### src/rtl/iob_uart_pkg.sv
// iob_uart_pkg: shared UART receive-path types and constants
package iob_uart_pkg;
  localparam int UART_BYTE_W = 8;
  typedef enum logic [1:0] {IDLE = 2'd0, DRAIN = 2'd1, WAIT = 2'd2} rx_state_t;
endpackage

### src/rtl/iob_uart_rxfifo_if.sv
// iob_uart_rxfifo_if: core drain handshake plus CPU pop/status port
// to_cyc/to_irq exist only when UART_RXFIFO_TIMEOUT_EN is defined
interface iob_uart_rxfifo_if #(parameter int AW = 4, parameter int TO_W = 20);
  logic core_rdy, core_rd, pop_valid, pop, afull, ovf, ovf_clr;
  logic [iob_uart_pkg::UART_BYTE_W-1:0] core_data, pop_data;
  logic [AW:0] level;
`ifdef UART_RXFIFO_TIMEOUT_EN
  logic [TO_W-1:0] to_cyc;
  logic to_irq;
  modport master (output core_rdy, core_data, pop, ovf_clr, to_cyc,
                  input core_rd, pop_valid, pop_data, level, afull, ovf, to_irq);
  modport slave (input core_rdy, core_data, pop, ovf_clr, to_cyc,
                 output core_rd, pop_valid, pop_data, level, afull, ovf, to_irq);
`else
  if (TO_W < 1) begin : g_to_w
    $error("TO_W must be at least 1");
  end
  modport master (output core_rdy, core_data, pop, ovf_clr,
                  input core_rd, pop_valid, pop_data, level, afull, ovf);
  modport slave (input core_rdy, core_data, pop, ovf_clr,
                 output core_rd, pop_valid, pop_data, level, afull, ovf);
`endif
endinterface

### src/rtl/iob_uart_rxfifo_mem.sv
// iob_uart_rxfifo_mem: 2**AW x byte RAM, one write port, registered write-first read port
module iob_uart_rxfifo_mem
  import iob_uart_pkg::*;
#(parameter int AW = 4) (
  input  logic                   clk,
  input  logic                   we,
  input  logic [AW-1:0]          wa,
  input  logic [UART_BYTE_W-1:0] wd,
  input  logic [AW-1:0]          ra,
  output logic [UART_BYTE_W-1:0] rd
);
  logic [UART_BYTE_W-1:0] mem [2**AW];
  always_ff @(posedge clk) begin
    if (we) mem[wa] <= wd;
    rd <= (we && wa == ra) ? wd : mem[ra];
  end
endmodule

### src/rtl/iob_uart_rxfifo.sv
// iob_uart_rxfifo: drains uart_core rx bytes into a show-ahead FIFO with level, afull and sticky ovf
// UART_RXFIFO_TIMEOUT_EN adds an idle-timeout counter and sticky to_irq
module iob_uart_rxfifo
  import iob_uart_pkg::*;
#(parameter int AW = 4, parameter int AF_MARG = 2, parameter int TO_W = 20) (
  input logic clk,
  input logic arst_n,
  input logic soft_rst,
  iob_uart_rxfifo_if.slave bus
);
  localparam logic [AW:0] FULL_LVL = (AW+1)'(2**AW);
  localparam logic [AW:0] AF_LVL = (AW+1)'(2**AW - AF_MARG);
  rx_state_t state, state_nxt;
  logic [AW-1:0] rd_ptr, wr_ptr;
  logic [AW:0] level;
  logic [UART_BYTE_W-1:0] hold;
  logic pend, ovf, full, drain, push, pop_fire;
  assign full = level == FULL_LVL;
  assign drain = state == DRAIN;
  assign pop_fire = bus.pop && level != '0;
  // byte captured in DRAIN is written during WAIT so level and read-ahead data appear together
  assign push = state == WAIT && pend;
  always_ff @(posedge clk or negedge arst_n)
    if (!arst_n) state <= IDLE;
    else state <= soft_rst ? IDLE : state_nxt;
  always_comb
    state_nxt = state == IDLE ? (bus.core_rdy ? DRAIN : IDLE) : state == DRAIN ? WAIT : IDLE;
  always_comb bus.core_rd = drain;
  always_ff @(posedge clk or negedge arst_n)
    if (!arst_n) begin
      rd_ptr <= '0;
      wr_ptr <= '0;
      level <= '0;
      pend <= 1'b0;
      ovf <= 1'b0;
    end else if (soft_rst) begin
      rd_ptr <= '0;
      wr_ptr <= '0;
      level <= '0;
      pend <= 1'b0;
      ovf <= 1'b0;
    end else begin
      rd_ptr <= rd_ptr + AW'(pop_fire);
      wr_ptr <= wr_ptr + AW'(push);
      level <= level + (AW+1)'(push) - (AW+1)'(pop_fire);
      pend <= drain && (!full || pop_fire);
      ovf <= (drain && full && !pop_fire) || (ovf && !bus.ovf_clr);
    end
  always_ff @(posedge clk)
    if (drain) hold <= bus.core_data;
  iob_uart_rxfifo_mem #(.AW(AW)) u_mem (
    .clk(clk),
    .we(push),
    .wa(wr_ptr),
    .wd(hold),
    .ra(rd_ptr + AW'(pop_fire)),
    .rd(bus.pop_data)
  );
  assign bus.pop_valid = level != '0;
  assign bus.level = level;
  assign bus.afull = level >= AF_LVL;
  assign bus.ovf = ovf;
`ifdef UART_RXFIFO_TIMEOUT_EN
  logic [TO_W-1:0] to_cnt, to_nxt;
  logic to_irq;
  assign to_nxt = (push || pop_fire || level == '0) ? '0 : (&to_cnt ? to_cnt : to_cnt + 1'b1);
  always_ff @(posedge clk or negedge arst_n)
    if (!arst_n) begin
      to_cnt <= '0;
      to_irq <= 1'b0;
    end else if (soft_rst) begin
      to_cnt <= '0;
      to_irq <= 1'b0;
    end else begin
      to_cnt <= to_nxt;
      to_irq <= (to_irq && !pop_fire) || (bus.to_cyc != '0 && to_nxt == bus.to_cyc);
    end
  assign bus.to_irq = to_irq;
`else
  if (TO_W < 1) begin : g_to_w
    $error("TO_W must be at least 1");
  end
`endif
endmodule
### src/flat_wrapper.sv
// flat-port wrapper written by rule: the top's interface ports become plain ports
module iob_uart_rxfifo_flat import iob_uart_pkg::*;
#(parameter int AW = 4, parameter int AF_MARG = 2, parameter int TO_W = 20)
  (clk, arst_n, soft_rst, bus_core_rdy, bus_core_data, bus_pop, bus_ovf_clr, bus_core_rd, bus_pop_valid, bus_pop_data, bus_level, bus_afull, bus_ovf);
  iob_uart_rxfifo_if #(.AW(AW), .TO_W(TO_W)) bus_i ();
  input logic clk;
  input logic arst_n;
  input logic soft_rst;
  input wire logic [$bits(bus_i.core_rdy)-1:0] bus_core_rdy;
  input wire logic [$bits(bus_i.core_data)-1:0] bus_core_data;
  input wire logic [$bits(bus_i.pop)-1:0] bus_pop;
  input wire logic [$bits(bus_i.ovf_clr)-1:0] bus_ovf_clr;
  output wire logic [$bits(bus_i.core_rd)-1:0] bus_core_rd;
  output wire logic [$bits(bus_i.pop_valid)-1:0] bus_pop_valid;
  output wire logic [$bits(bus_i.pop_data)-1:0] bus_pop_data;
  output wire logic [$bits(bus_i.level)-1:0] bus_level;
  output wire logic [$bits(bus_i.afull)-1:0] bus_afull;
  output wire logic [$bits(bus_i.ovf)-1:0] bus_ovf;
  assign bus_i.core_rdy = bus_core_rdy;
  assign bus_i.core_data = bus_core_data;
  assign bus_i.pop = bus_pop;
  assign bus_i.ovf_clr = bus_ovf_clr;
  assign bus_core_rd = bus_i.core_rd;
  assign bus_pop_valid = bus_i.pop_valid;
  assign bus_pop_data = bus_i.pop_data;
  assign bus_level = bus_i.level;
  assign bus_afull = bus_i.afull;
  assign bus_ovf = bus_i.ovf;
  iob_uart_rxfifo #(.AW(AW), .AF_MARG(AF_MARG), .TO_W(TO_W)) u_core (.clk(clk), .arst_n(arst_n), .soft_rst(soft_rst), .bus(bus_i));
endmodule
### config.mk
export PLATFORM = sky130hd
export DESIGN_NAME = iob_uart_rxfifo_flat
export DESIGN_NICKNAME = d
export VERILOG_FILES = /design/src/rtl/iob_uart_pkg.sv /design/src/rtl/iob_uart_rxfifo_if.sv /design/src/rtl/iob_uart_rxfifo_mem.sv /design/src/rtl/iob_uart_rxfifo.sv /design/src/flat_wrapper.sv
export SDC_FILE = /design/constraint.sdc
export NUM_CORES = 1
export LEC_CHECK = 0
export ABC_AREA = 1
export CORE_MARGIN = 2
export CORE_UTILIZATION = 30
export DETAILED_ROUTE_END_ITERATION = 7
export GPL_ROUTABILITY_DRIVEN = 0
export GPL_TIMING_DRIVEN = 0
export SYNTH_ARGS = -nofsm -noshare
export SYNTH_HDL_FRONTEND = slang
export SYNTH_HIERARCHICAL = 1
export SYNTH_SLANG_ARGS = --single-unit
### constraint.sdc
create_clock -name clk -period 4.08 [get_ports clk]
set_input_delay 1.224 -clock clk [delete_from_list [all_inputs] [get_ports clk]]
set_output_delay 1.224 -clock clk [all_outputs]
set_load 0.005 [all_outputs]
# Word-level counts from Yosys, hierarchy flattened
# Memories as Yosys holds them, arrays and structs flattened. A register that Yosys moved wholly into a read port is not among the register bits.
# Cells that the tools add are included.
# classes
muxes	11
addsub	4
eq_ne	3
magnitude_cmp	1
reduce_logical	13
# ops
operator	n
adder 4 x 1 -> 4 bit	2
two-way mux 4 bit	2
logical AND 1 bit	6
two-way mux 2 bit	3
adder 5 x 1 -> 5 bit	1
equality test 5 bit (second input constant)	1
>= comparator 5 x 4 -> 1 bit (second input constant)	1
two-way mux 1 bit	5
two-way mux 5 bit	1
nonzero test 5 bit	1
subtractor 5 x 1 -> 5 bit	1
logical NOT 1 bit	3
equality test 2 x 1 -> 1 bit (second input constant)	1
equality test 2 bit (second input constant)	1
logical NOT 2 bit	1
logical OR 1 bit	2
# word_totals
reg_bits	25
mem_bits_rw	128
output_inout_bits	17
word_cells	40
n_memories	1
# memory_table
memory	words	word_bits	rd	rd_clocked_by_memory_dff	write_ports	line	source
u_core.u_mem.mem	16	8	1	1	1	iob_uart_rxfifo_mem.sv:12	logic [UART_BYTE_W-1:0] mem [2**AW];

# Depth between registers and ports, before layout
# logic_depth
depth_word	6
ltp_mapped	14
ltp_nobuf	14

# By module
# Netlist, hierarchy kept.
# modules_own_cells
mod	cells_per_inst	area_each_um2	n_inst
iob_uart_rxfifo_mem	547	5686.7	1
iob_uart_rxfifo	113	1208.7	1

# Least setup slack after synthesis
# No wires, ideal clock.
# synth_path
path_type	input-to-reg
from	input port bus_pop
to	register u_core.level[4] (netlist: u_core/bus.level[4])
cell_stages	9
t_required_ns	3.961
setup_ns	0.119
arrival_ns	2.276
n_path_buf	0
slack_ns	1.685
path_cell_list	nand3_1 > nand2_1 > ha_1 > inv_1 > fa_1 > inv_1 > nand3_1 > a21oi_1 > nor2_1
# synth_via
elab_chain_cells	3
# synth_rtl
item	line	source
start: declaration	flat_wrapper.sv:11	input wire logic [$bits(bus_i.pop)-1:0] bus_pop;
logical AND 1 bit	iob_uart_rxfifo.sv:20	assign pop_fire = bus.pop && level != '0;
subtractor 5 x 1 -> 5 bit	iob_uart_rxfifo.sv:45	level <= level + (AW+1)'(push) - (AW+1)'(pop_fire);
two-way mux 5 bit	iob_uart_rxfifo.sv:36	end else if (soft_rst) begin
end signal: assignment	iob_uart_rxfifo.sv:45	
end: declaration	iob_uart_rxfifo.sv:15	logic [AW:0] level;
# No other way between the ends.
# A chain may end at the register's enable or synchronous reset.

==> reports/metrics.yaml <==
remaining_drc_errors: 0
yosys_register_bits: 157
synthCells: 660
max_slew_margin: 0.3538
rsz0062_at_grt: "no"
hpwlAfterDp_um: 10460
grt.total_usage: 0.1354
grt_pass1_vias: 4291
finalHoldViolCount: 0
multiInputGateArea_um2: 1665
antenna_cells: 0
synthToLayoutAreaGrowth_pct: 18.02
outcome: "completed"
ff_latch_area_um2: 4589
tritoncts_clock_tree: "done"
antenna_violations_before_repair: 0
detail-route-antenna-nets: 0
postRouteWirelength_um: 15740
synth_cell_type_count: 27
floorplan.core_area_um2: 22570
cap_viol_max_count: 0
routed-via-count: 4539
fp-row-count: 55
fin_area_um2: 8138
route.top_layer_used: "met4"
max-clock-path-buffers: 2
drive_above_1_share: 0.08449
number_of_standard_cells_in_the_layout_taps_in_and_fillers_out: 1007
post_cts_resize_count: 0
place.port_buffers: 30
ir_worst_vdd_mv: 0.4312
worst_slew_pin_slew_ns: 0.9658
grt.overflow.total: 0
global_route_wire_length_before_repair_um: 24030
timing.final.max_slew_violations: 0
met2RoutedLength_um: 7427
filler_cell_count: 2243
die_area_um2: 24210
skew_ns: 0.006922
timing.hold.worst_path_depth: 1
finalCritPeriodShare: 0.8626
worst_setup_path_start_kind: "register"
drt_first_iter_violations: 383
p_leak_uw: 0.003474
synth_area_per_cell_um2: 10.45
syn_nets: 687
cts.reportedPaths.clkPinSlew_ns: 0.06
die_w_um: 155.6
pin_count_of_the_biggest_net_entering_global_routing: 18
reg2reg_depth: 12
holdBufCountCts: 0
initial_utilization: 0.3055
wl_per_cell_um: 15.63
met3_wirelength_um: 949
setup.worst_path.end_class: "output pin"
finalNetCount: 736
ctsRootBufferMaster: "clkbuf_16"
timing.critical_path.fanout_max: 10
crit_arrival_ns: 2.30
insertion_delay_ns: 0.42
total_power_uw: 4843
synth_sequential_area_ratio: 0.6656
setup-violations-final: 0
totalNegativeSetupSlack_ns: 0
powerDensity_nw_per_um2: 595.1
drt-vias-per-instance: 4.507
cts_max_level: 4
post_dp_cell_area_um2: 7552
placedCellCount: 975
clock-sinks: 157
m1WireLength_um: 6991
drtPass1Iterations: 5
synth.cell_area_um2: 6895
cts_inserted_buffers: 17
critPathKind: "reg -> out"
post_cts_buffers: 0
top_level_ports: 31
worst_hold_path_type: "reg -> reg"
fmax_ghz: 0.2841
yosys_warnings: 6
timing.final.crit_period_ns: 3.519
required_ns: 2.86
chipHeight_um: 155.6
state kept, by name, indices dropped and copies added, names as in the netlist, named ones only:
name,count
u_core/u_mem/mem,128
u_core/bus.level,5
u_core/bus.ovf,1
u_core/state,2
u_core/hold,8
u_core/rd_ptr,4
u_core/pend,1
u_core/wr_ptr,4
where the power goes:
group	total (uW)	leakage [uW]	internal, uW	switching (uW)
clock	1540	0.000290	958	580
sequential	1840	0.00149	1790	59.1
combinational	1460	0.00170	582	877
per-stage QoR:
stage	hold slack [ns]	worst slack, ns	util
floorplan	0.4703	1.685	-
global placement	0.4822	0.9945	0.3346
detailed placement	0.4873	1.003	0.3346
CTS	0.5000	0.5424	0.3605
global route	0.5112	0.4617	0.3605
finish	0.4962	0.5607	0.3605
placed cells by master, fill, tap and decap left out, types with 2 or more instances in the layout:
cell / count
buf_4: 4
edfxtp_1: 136
inv_1: 120
nand3b_1: 3
clkdlybuf4s50_1: 30
dfxtp_1: 4
clkbuf_16: 19
buf_2: 14
ha_1: 12
clkbuf_8: 3
a21oi_1: 6
nor2_1: 29
dfrtp_1: 17
nand2_1: 184
buf_6: 6
clkinv_2: 2
nand3_1: 107
clkbuf_1: 5
inv_2: 5
cell usage after synthesis:
| cell | number | area share |
|---|---|---|
| or2_1 | 1 | 0.00091 |
| xnor2_2 | 1 | 0.0024 |
| nand2_1 | 184 | 0.10 |
| nand4_4 | 1 | 0.0031 |
| buf_2 | 14 | 0.010 |
| ha_1 | 12 | 0.022 |
| dfxtp_1 | 4 | 0.012 |
| nor3_2 | 1 | 0.0015 |
| nor2_1 | 29 | 0.016 |
| buf_6 | 6 | 0.0098 |
| nor2_2 | 1 | 0.00091 |
| xor2_1 | 1 | 0.0013 |
| inv_2 | 5 | 0.0027 |
| nand3b_1 | 3 | 0.0033 |
| buf_4 | 4 | 0.0044 |
| inv_1 | 120 | 0.065 |
| fa_1 | 1 | 0.0029 |
| nand3_1 | 107 | 0.078 |
| a21oi_1 | 6 | 0.0044 |
| xnor2_1 | 1 | 0.0013 |
| edfxtp_1 | 136 | 0.59 |
| o21ai_0 | 1 | 0.00073 |
| nand3_2 | 1 | 0.0015 |
| dfrtp_1 | 17 | 0.062 |
| a21oi_2 | 1 | 0.0013 |
| and2_1 | 1 | 0.00091 |
| buf_1 | 1 | 0.00054 |
worst paths after layout:
path / startpoint / end / slack (ns)
setup / recovery: register / bus_pop_data[1] / 0.56
hold / removal: u_core/rd_ptr[3] / register / 0.50
setup reg to reg: u_core/bus.level[2] / u_core/bus.level[4] / 1.87
hold reg to reg: u_core/rd_ptr[3] / register / 0.50
max in group asynchronous: arst_n / u_core/bus.level[2] / 2.32
min in group asynchronous: arst_n / u_core/state[1] / 1.26
cell families after synthesis:
kind of cell	synth area share
AO/OA/AOI/OAI	0.006351
XOR/XNOR	0.004900
adder cells (fa/ha/maj)	0.02468
buffers and inverters	0.09290
flip-flops	0.6656
AND/OR/NAND/NOR	0.2056
metal layers:
layer,up-vias,track usage
met5,-,0
met4,0,0.06116
met2,169,0.2177
met3,32,0.03306
li1,2228,-
met1,2110,0.1739
critical path: stages (launching register included):
cell	delay [ns]
dfxtp_1	0.34
inv_2	0.15
buf_2	0.26
nand2_1	0.08
nand2_1	0.07
nand2_1	0.05
nand3_1	0.09
nand3_1	0.18
nand2_1	0.14
clkdlybuf4s50_1	0.50
cell type report:
type | count | share of cell area
flip-flops and latches | 157 | 0.5640
multi-input cells | 353 | 0.2046
clock buffers | 27 | 0.06581
inverters | 125 | 0.05766
well taps | 285 | 0.04382
repair buffers | 30 | 0.03690
plain buffers | 25 | 0.02106
clock inverters | 5 | 0.006150
(Power assumes the default switching activity.)
